==> src/rtl/ex_mem_stage.sv <==
// ---------------------------------------------------------------------------
// ex_mem_stage
//
// EX/MEM pipeline register of the 64-bit core, with branch resolution.
//
// The stage captures the ALU result and decoded control from execute. It also
// resolves conditional branches from the ALU ZERO flag. A taken branch raises
// a one-cycle PC redirect (pc_redirect / flush_younger / branch_target). The
// instruction that follows it down the pipe is on the wrong path, so it is
// captured as a bubble. Two counters record resolved and taken branches.
//
// Ports
//   clk, reset           clock; synchronous active-high reset
//   stall, flush         hold everything / kill the slot being captured
//   ex_*, alu_*          execute-stage instruction, ALU Result and ZERO
//   mem_*                registered instruction for the memory stage
//   pc_redirect          one-cycle pulse, taken branch (held under stall)
//   branch_target        ex_pc + (ex_imm << 1), valid while pc_redirect = 1
//   flush_younger        kill IF/ID and ID/EX; same as pc_redirect
//   branch_count         resolved branches (wraps)
//   taken_count          taken branches (wraps)
//
// Every output comes straight from a register. No input reaches an output
// through combinational logic.
// ---------------------------------------------------------------------------
module ex_mem_stage #(
  parameter int CNT_W = 32
) (
  input  logic             clk,
  input  logic             reset,

  input  logic             stall,
  input  logic             flush,

  input  logic             ex_valid,
  input  logic [63:0]      alu_result,
  input  logic             alu_zero,
  input  logic [63:0]      ex_pc,
  input  logic [63:0]      ex_imm,
  input  logic [63:0]      ex_rs2_data,
  input  logic [4:0]       ex_rd,
  input  logic             ex_reg_write,
  input  logic             ex_mem_read,
  input  logic             ex_mem_write,
  input  logic             ex_mem_to_reg,
  input  logic             ex_branch,
  input  logic [2:0]       ex_funct3,

  output logic             mem_valid,
  output logic [63:0]      mem_alu_result,
  output logic [63:0]      mem_store_data,
  output logic [4:0]       mem_rd,
  output logic             mem_reg_write,
  output logic             mem_mem_read,
  output logic             mem_mem_write,
  output logic             mem_mem_to_reg,

  output logic             pc_redirect,
  output logic [63:0]      branch_target,
  output logic             flush_younger,

  output logic [CNT_W-1:0] branch_count,
  output logic [CNT_W-1:0] taken_count
);

  // Branch condition codes (funct3).
  localparam logic [2:0] F3_BEQ = 3'b000;
  localparam logic [2:0] F3_BNE = 3'b001;
  localparam logic [2:0] F3_BLT = 3'b100;
  localparam logic [2:0] F3_BGE = 3'b101;

  localparam logic [CNT_W-1:0] CNT_ONE = {{(CNT_W-1){1'b0}}, 1'b1};

  // RUN: normal acceptance. REDIRECT: the slot now in EX is the wrong-path
  // successor of a taken branch and must be squashed.
  typedef enum logic [0:0] {
    RUN      = 1'b0,
    REDIRECT = 1'b1
  } state_t;

  state_t      state;
  state_t      state_nxt;

  logic        cond_met;
  logic        accept;
  logic        take;
  logic [63:0] target;

  // -------------------------------------------------------------------------
  // State register
  // -------------------------------------------------------------------------
  // NOTE: sequential state uses non-blocking (<=) so every register samples
  // pre-edge values, independent of block ordering.
  always_ff @(posedge clk) begin
    if (reset) begin
      state <= RUN;
    end else begin
      state <= state_nxt;
    end
  end

  // -------------------------------------------------------------------------
  // Next-state logic: flush beats stall, and stall freezes the state.
  // -------------------------------------------------------------------------
  // NOTE: each always_comb assigns its outputs a default first, so no path
  // leaves them unassigned and no latch is inferred.
  always_comb begin
    state_nxt = state;
    if (flush) begin
      state_nxt = RUN;
    end else if (!stall) begin
      case (state)
        RUN:      if (take) state_nxt = REDIRECT;
        REDIRECT: state_nxt = RUN;
        default:  state_nxt = RUN;
      endcase
    end
  end

  // -------------------------------------------------------------------------
  // Output decode: acceptance and branch resolution for the current edge.
  // -------------------------------------------------------------------------
  always_comb begin
    cond_met = 1'b0;
    case (ex_funct3)
      F3_BEQ:  cond_met = alu_zero;   // Sub result zero: equal
      F3_BNE:  cond_met = !alu_zero;
      F3_BLT:  cond_met = alu_zero;   // Less yields 0 when a < b
      F3_BGE:  cond_met = !alu_zero;
      default: cond_met = 1'b0;
    endcase

    accept = ex_valid && (state == RUN) && !stall && !flush;
    take   = accept && ex_branch && cond_met;
  end

  // The immediate is in half-word units. The sum wraps silently at 2^64.
  assign target = ex_pc + (ex_imm << 1);

  // -------------------------------------------------------------------------
  // Pipeline register, redirect register and counters.
  // Priority: reset > flush > stall > normal capture.
  // -------------------------------------------------------------------------
  always_ff @(posedge clk) begin
    if (reset) begin
      mem_valid      <= 1'b0;
      mem_alu_result <= '0;
      mem_store_data <= '0;
      mem_rd         <= '0;
      mem_reg_write  <= 1'b0;
      mem_mem_read   <= 1'b0;
      mem_mem_write  <= 1'b0;
      mem_mem_to_reg <= 1'b0;
      pc_redirect    <= 1'b0;
      branch_target  <= '0;
      branch_count   <= '0;
      taken_count    <= '0;
    end else if (flush) begin
      // Killed slot: only the controls matter, so the data fields hold.
      // The counters also hold.
      mem_valid      <= 1'b0;
      mem_reg_write  <= 1'b0;
      mem_mem_read   <= 1'b0;
      mem_mem_write  <= 1'b0;
      mem_mem_to_reg <= 1'b0;
      pc_redirect    <= 1'b0;
    end else if (!stall) begin
      // On a bubble the controls are gated to 0. The data fields load
      // regardless, since nothing downstream reads them without mem_valid.
      mem_valid      <= accept;
      mem_reg_write  <= accept && ex_reg_write;
      mem_mem_read   <= accept && ex_mem_read;
      mem_mem_write  <= accept && ex_mem_write;
      mem_mem_to_reg <= accept && ex_mem_to_reg;
      mem_alu_result <= alu_result;
      mem_store_data <= ex_rs2_data;
      mem_rd         <= ex_rd;

      // The pulse lasts exactly one unstalled cycle. A stall holds it high,
      // so fetch must act on it only once.
      pc_redirect    <= take;
      if (take) begin
        branch_target <= target;
      end

      if (accept && ex_branch) begin
        branch_count <= branch_count + CNT_ONE;
      end
      if (take) begin
        taken_count <= taken_count + CNT_ONE;
      end
    end
  end

  assign flush_younger = pc_redirect;

endmodule

==> config.mk <==
export PLATFORM = sky130hd
export DESIGN_NAME = ex_mem_stage
export DESIGN_NICKNAME = d
export VERILOG_FILES = /design/src/rtl/ex_mem_stage.sv
export SDC_FILE = /design/constraint.sdc
export NUM_CORES = 1
export LEC_CHECK = 0
export BUFFER_PORTS_ARGS = -buffer_cell sky130_fd_sc_hd__buf_2
export CORE_ASPECT_RATIO = 0.8
export CORE_MARGIN = 5
export CORE_UTILIZATION = 35
export CTS_BUF_LIST = sky130_fd_sc_hd__clkbuf_4 sky130_fd_sc_hd__clkbuf_8 sky130_fd_sc_hd__clkbuf_16
export DETAILED_ROUTE_END_ITERATION = 10
export GPL_TIMING_DRIVEN = 0
export PLACE_DENSITY = 0.68
export SYNTH_ARGS = -nofsm -noshare
export SYNTH_HDL_FRONTEND = slang
export SYNTH_SLANG_ARGS = --single-unit
==> constraint.sdc <==
create_clock -name clk -period 6.9 [get_ports clk]
set_input_delay 0.345 -clock clk [delete_from_list [all_inputs] [get_ports clk]]
set_output_delay 0.345 -clock clk [all_outputs]
set_load 0.01 [all_outputs]
; ---- After elaboration in Yosys (flattened, before gate mapping)
; Cells that the tools add are included.
[op_classes]
addsub = 3
eq_ne = 3
muxes = 3
n_bitwise = 3
reduce_logical = 19
[ops]
columns = op, n
row1 = 32-bit by 1-bit adder with 32-bit output (second input constant), 2
row2 = 64-bit adder, 1
row3 = 1-bit logical AND, 9
row4 = 3-bit == test (second input constant), 2
row5 = 3-bit AND reduction, 2
row6 = 2-bit OR reduction, 3
row7 = 1-bit one-hot mux with 2 select lines, 2
row8 = 3-bit by 1-bit == test with 1-bit output (second input constant), 1
row9 = 1-bit logical NOT, 3
row10 = 3-bit logical NOT, 1
row11 = 1-bit inverter, 3
row12 = 2-bit AND reduction, 1
row13 = 1-bit 2-to-1 mux, 1
[totals]
reg_bits = 268
inputBits = 275
out_inout_bits = 268
wordCells = 44

; ---- Longest topological paths before layout
; Gate-level depths: netlist of the first run.
[logic_depth]
depth_word = 8
mapped_depth = 13
depth_no_buf = 12

; ---- Worst setup path before layout of the first run
; OpenSTA, ideal clock, no wires.
[synth_timing]
path_type = in2reg
from = input ex_pc[9]
to = register branch_target[62]
arrival_time_ns = 2.783
setup_slack_ns = 4.000
path_stages = 12
n_path_buf = 1
cell_sequence = ha_1 -> buf_4 -> nand3_1 -> nor2_1 -> o211ai_2 -> a2111oi_4 -> a2111oi_4 -> o41ai_4 -> a21oi_1 -> o41ai_1 -> mux2i_1 -> nand2_1
[synth_between]
elab_chain_len = 1
[synth_lines]
columns = item, line_no
row1 = "start, declared", 38  ; input logic [63:0] ex_pc,
row2 = 64-bit adder, 138  ; assign target = ex_pc + (ex_imm << 1);
row3 = "end signal, assigned", 183  ; branch_target <= target;
row4 = "end, declared", 59  ; output logic [63:0] branch_target,
; Every way passes these cells.
; A chain may end at the register's enable or synchronous reset.

; ---- Worst setup path after layout of the first run
[layout_timing]
from = input ex_pc[13]
to = register branch_target[52]
; Same word-level chain as after synthesis.

==> results.cfg, run 1 <==
[clock_tree]
numClockSinks = 268
cts-resized-gates = 0
clock_path_buffers = 3
clkLatencyLatePin_ns = 0.57
post_cts.repair.setup_buffers = 0
clk_pin_slew_ns = 0.06
cts_buffers = 30
htreeDepth = 1
cts_tree = done
cts-root-buf = clkbuf_16
cts_hold_buffers = 96

[drt]
met2_wirelength_um = 25100
postRouteAntennaNets = 0
wl_met3_um = 4340
met1Wirelength_um = 23800
remaining_drc_errors = 0
vias_per_cell = 5.24
drt-pass1-iter-count = 5
num_vias = 15500
wire_per_inst_um = 18.8
dr.max_layer_used = met4
routed_wl_um = 55700
dr.first_iter.drc_count = 1172

[setup_path]
ff2ff_path_depth = 11
path_class = in2reg
arrival_ns = 3.91
cp_data_required_time_ns = 7.35
start_kind = input port
worstPathMaxFanout = 8
end_kind = flop

[synth]
synth.distinct_cells = 71
synth_fp_nets = 2107
seq_area_frac_synth_pct = 39.5
synth_top_area_cell = dfxtp_1
synth_edf_count = 0
async_reset_ff_share_pct = 0
yosysWarnings = 0
synthCells = 1767
synth-main-ff-cell = dfxtp_1
syn_avg_cell_area_sq_um = 7.69
netlist_area_sq_um = 13600
synth.top_cells.by_area = dfxtp_1, nand2_1, a21oi_1
synth_top_area_share_pct = 39.5
ys_ff_latch = 268

[sta]
tns_ns = 0
slew_viol_final = 0
setup_violations = 0
fin_hold_ws_ns = 0.0305
rsz0062_at_grt = no
hold_viol = 0
max_freq_mhz = 289
tightest_slew_ns = 0.956
fin_crit_ns = 3.46
fin_crit_sh_pct = 50.1
slew-limit-headroom_pct = 35.9
layout_setup_ws_ns = 3.44
clock_skew_ns = 0.0213

[global_route]
grt_use_total_pct = 24.0
grt_max_degree = 15
antenna_found_initial = 10
grt_pass1_wl_um = 82900
grt-ovfl-total = 0
grt_pass1_vias = 14800

[die]
initial_utilization_pct = 35.5
rows = 64
die_h_um = 186
pin_count = 543
core_area_sq_um = 38300
die_w_um = 230
die_area_sq_um = 42900

[final_layout]
top_regs = branch_target x64, mem_alu_result x64, mem_store_data x64
area_delta_synth_final_pct = 40.0
n_fill_cell = 3648
drive_gt1_share_pct = 25.6
fin_nets = 2773
fin_area_sq_um = 19000

[power_and_ir_drop]
powerDensity_nw_per_um2 = 221
leakagePower_nw = 8.50
vdd_drop_max_mv = 0.190

[flow_run]
timing.max_cap.violations = 0

[min_path]
worstHoldPathType = in2reg
hold_depth = 3

[placed_design]
place_area_sq_um = 16900
hpwlAfterDp_um = 44200
gp_congestion = 0.948
port_buffers = 538
place_worst_setup_slack_ns = 3.09

[run_status]
status = completed
[area by class of cell]
type / count / area [sq um] / area share, %
diodes: 9 / 22.5 / 0.118
clock inverters: 13 / 278 / 1.46
well taps: 495 / 619 / 3.26
clock buffers: 40 / 862 / 4.53
plain buffers: 112 / 445 / 2.34
repair buffers: 634 / 3650 / 19.2
inverters: 23 / 86.3 / 0.454
multi-input cells: 1364 / 7690 / 40.4
flip-flops and latches: 268 / 5370 / 28.2
[critical path, cell delays in order]
cell and delay (ns):
buf_2 0.11, ha_1 0.40, a211oi_1 0.28, o211ai_1 0.19, a211oi_1 0.48, o22ai_1 0.14, a211oi_1 0.77, o31ai_4 0.12
a31oi_1 0.42, o21ba_2 0.24, xor2_1 0.31, o21ai_0 0.11
[stage by stage]
stage          power (mW)  std cells  util, %
2_1_floorplan        2.05       1767        -
3_3_place_gp         2.31       2800     44.2
3_5_place_dp         2.32       2800     44.2
4_1_cts              4.22       2949     49.6
5_1_grt              4.37       2957     49.7
6_report             4.20       2958     49.7
[layer usage]
layer	global-route usage, %	vias to the layer above
met1	31.6	7214
met4	9.61	0
met3	5.24	128
li1	-	7447
met2	38.6	706
met5	0	-
[power breakdown]
group / leakage [nW] / internal (mW) / total [mW] / switching, mW
combinational: 5.77 / 0.300 / 0.737 / 0.436
clock: 0.557 / 1.17 / 1.85 / 0.679
sequential: 2.18 / 1.59 / 1.61 / 0.0216
total: 8.50 / 3.06 / 4.20 / 1.14
[cell usage after synthesis, types with 11 or more instances]
library cell / n
nand4_1: 36
ha_1: 64
o21ai_0: 51
a31oi_1: 16
nor3_1: 19
nor2_1: 111
dfxtp_1: 268
nand2_1: 437
o21bai_1: 11
xor2_1: 48
inv_1: 23
clkbuf_1: 95
or3_1: 15
xnor2_1: 51
a21oi_1: 276
nand3_1: 49
a21o_1: 33
[placed cells by master, fill, tap and decap left out, types with 7 or more instances in the layout]
cell type,n
nand3_1,49
clkbuf_16,31
dfxtp_1,268
a21o_1,33
ha_1,64
nor4_1,7
clkbuf_1,95
diode_2,9
o21bai_1,11
nand4_1,36
xnor2_1,51
inv_1,23
o21ai_0,51
or3_1,15
and2_1,8
dlygate4sd3_1,96
a211oi_1,10
and3_1,10
and4_1,9
o21a_1,8
xor2_1,48
a31oi_1,16
buf_2,547
bufinv_16,8
nor3_1,19
a21oi_1,276
nor2b_1,7
o211ai_1,7
nand2_1,437
nor2_1,111
[worst paths after layout]
check                     startpoint  slack, ns                 end
hold reg to reg   mem_store_data[56]       0.45  mem_store_data[56]
hold / removal              ex_rd[0]       0.03           mem_rd[0]
setup reg to reg               state       3.76    branch_count[31]
setup / recovery           ex_pc[13]       3.44   branch_target[52]
[kinds of logic after synthesis]
group	count (synthesis)	synth area share (%)
and+or+nand+nor	736	23.8
AOI/OAI and AO/OA	461	20.2
DFF	268	39.5
buffers and inverters	135	3.91
xor gates and xnor gates	99	6.38
adders and majority gates	65	6.04
muxes	3	0.221
Power figures use the tool's default switching activity.
==> run 2, diff against run 1 <==
- PLACE_DENSITY: 0.68 -> 0.7
- clock period: 6.9 -> 3 ns (I/O delays scaled with it)
==> run 2 against run 1 <==
Net effect:
- hold slack improved by 0.058 ns
- sequential share of layout area is 0.79 points lower
- via count increased by 3.8%
- final area up 2.9%
- register-to-register slack lost 3.4 ns
- highest routed layer is now met5
- worst setup slack got worse by 3.4 ns
- first-iteration DRC count is 7.5% higher
- routed wire length up 3.7%
- clock skew shrank 0.0060 ns
- critical path depth increased by 1
- sequential power increased by 130%
- combinational power up 140%
==> results.cfg, run 2 (synthesized netlist as in run 1, its figures left out) <==
[placed_design]
gp_congestion = 0.948
port_buffers = 538
place_inst = 2800
place_area_sq_um = 16900
hpwlAfterDp_um = 44000
place_worst_setup_slack_ns = -0.654

[global_route]
grt_use_total_pct = 24.4
grt-ovfl-total = 0
grt_pass1_wl_um = 84600
grt_max_degree = 15
grt_pass1_vias = 15300
antenna_found_initial = 10

[die]
die_area_sq_um = 42900
pin_count = 543
core_area_sq_um = 38300
die_w_um = 230
rows = 64
initial_utilization_pct = 35.5
die_h_um = 186

[drt]
dr.first_iter.drc_count = 1260
routed_wl_um = 57800
remaining_drc_errors = 0
drt-pass1-iter-count = 7
wire_per_inst_um = 19.2
vias_per_cell = 5.34
num_vias = 16100
postRouteAntennaNets = 0

[sta]
hold_viol = 0
setup_violations = 0
max_freq_mhz = 339
tightest_slew_ns = 0.969
clock_skew_ns = 0.0152
layout_setup_ws_ns = 0.0469
rsz0062_at_grt = yes
fin_hold_ws_ns = 0.0885
fin_crit_sh_pct = 98.4
tns_ns = 0
slew-limit-headroom_pct = 35.4
fin_crit_ns = 2.95
slew_viol_final = 0

[run_status]
status = completed

[min_path]
min_from = ex_imm[1]
holdPathEnd = branch_target[2]
worstHoldPathType = in2reg
hold_depth = 4

[flow_run]
timing.max_cap.violations = 0

[final_layout]
drive_gt1_share_pct = 25.8
n_fill_cell = 3625
final_cell_mix = buf_2, nand2_1, a21oi_1
fin_area_sq_um = 19600
final_common_cell = buf_2
post-route-util_pct = 51.1
fin_nets = 2827
top_regs = branch_target x64, mem_alu_result x64, mem_store_data x64
area_delta_synth_final_pct = 44.0
fin_cells = 3014

[power_and_ir_drop]
total_power_mw = 9.50
leakagePower_nw = 8.71
swShare_pct = 28.5
powerDensity_nw_per_um2 = 485
p_clk_share_pct = 42.3
p_comb_share_pct = 18.7
p_int_mw = 6.79
power.switching_mw = 2.71
seq_power_share_pct = 39.0
vdd_drop_max_mv = 0.422

[clock_tree]
cts-root-buf = clkbuf_16
clkLatencyLatePin_ns = 0.56
cts_tree = done
htreeDepth = 1
clock_path_buffers = 3
clk_pin_slew_ns = 0.07
cts_buffers = 31
numClockSinks = 268

[setup_path]
worstPathMaxFanout = 8
r2r_slack_ns = 0.33
start_kind = input port
worstReg2RegStart = state
worstReg2RegEnd = taken_count[31]
end_kind = flop
cp_data_required_time_ns = 3.48
ff2ff_path_depth = 11
path_class = in2reg
arrival_ns = 3.44
run 2: cell types whose count changed in the layout (fill, tap and decap cells not counted), sizes merged:
cell         previous run  this run
buf                   553       559
bufinv                  8         4
clkinv                  2         5
clkinvlp                2         5
diode                   9         8
dlygate4sd3            96       143
inv                    24        26
run 2: routing by layer:
layer	wire (um)	track usage [%]	up-vias
met2	26000	39.7	811
met3	4970	5.01	194
met4	3010	9.97	2
li1	-	-	7555
met1	23800	32.1	7522
met5	13	0	-
run 2: timing repair:
action                                 CTS  global route
setup endpoints to repair                9            17
setup buffers                            1             5
endpoints found under the hold margin  143             0
resized for setup                        1            15
hold buffers                           143             0
pin swaps                                1             3
run 2: worst max path at each step:
stage	startpoint	end	slack (ns)	cells after the start
floorplan	ex_pc[9]	branch_target[62]	0.29	12
CTS	stall	branch_count[25]	0.008	12
finish	ex_imm[29]	branch_target[56]	0.05	13
global placement	ex_pc[5]	branch_target[52]	-0.60	12
detailed placement	ex_pc[13]	branch_target[52]	-0.65	12
global route	ex_pc[33]	branch_target[56]	-0.03	13
run 2: critical path: stages:
cell and delay, ns:
buf_2 0.10, ha_1 0.26, clkbuf_1 0.34, nand4_1 0.29, nor3_1 0.30, inv_1 0.10, o22ai_1 0.31, a211oi_4 0.11
o31ai_4 0.27, a31oi_1 0.24, o21ba_2 0.29, or4_1 0.49, a31oi_1 0.18
run 2: power by group through the flow:
stage | clock network, mW | registers (mW) | logic, mW
final | 4.02 | 3.71 | 1.78
after global routing | 4.27 | 3.71 | 1.92
after CTS | 4.10 | 3.70 | 1.71
after detailed placement | 0 | 3.78 | 1.55
after global placement | 0 | 3.77 | 1.53
after floorplan | 0 | 3.82 | 0.906
run 2: layout make-up:
| class | instances | area, sq um | area share, % |
|---|---|---|---|
| multi-input combinational | 1364 | 7780 | 39.8 |
| sequential | 268 | 5370 | 27.4 |
| timing repair buffer | 687 | 4170 | 21.3 |
| clock buffer | 40 | 868 | 4.44 |
| tap | 495 | 619 | 3.16 |
| buffer | 112 | 445 | 2.28 |
| clock inverter | 17 | 216 | 1.11 |
| inverter | 23 | 86.3 | 0.441 |
| antenna | 8 | 20.0 | 0.102 |
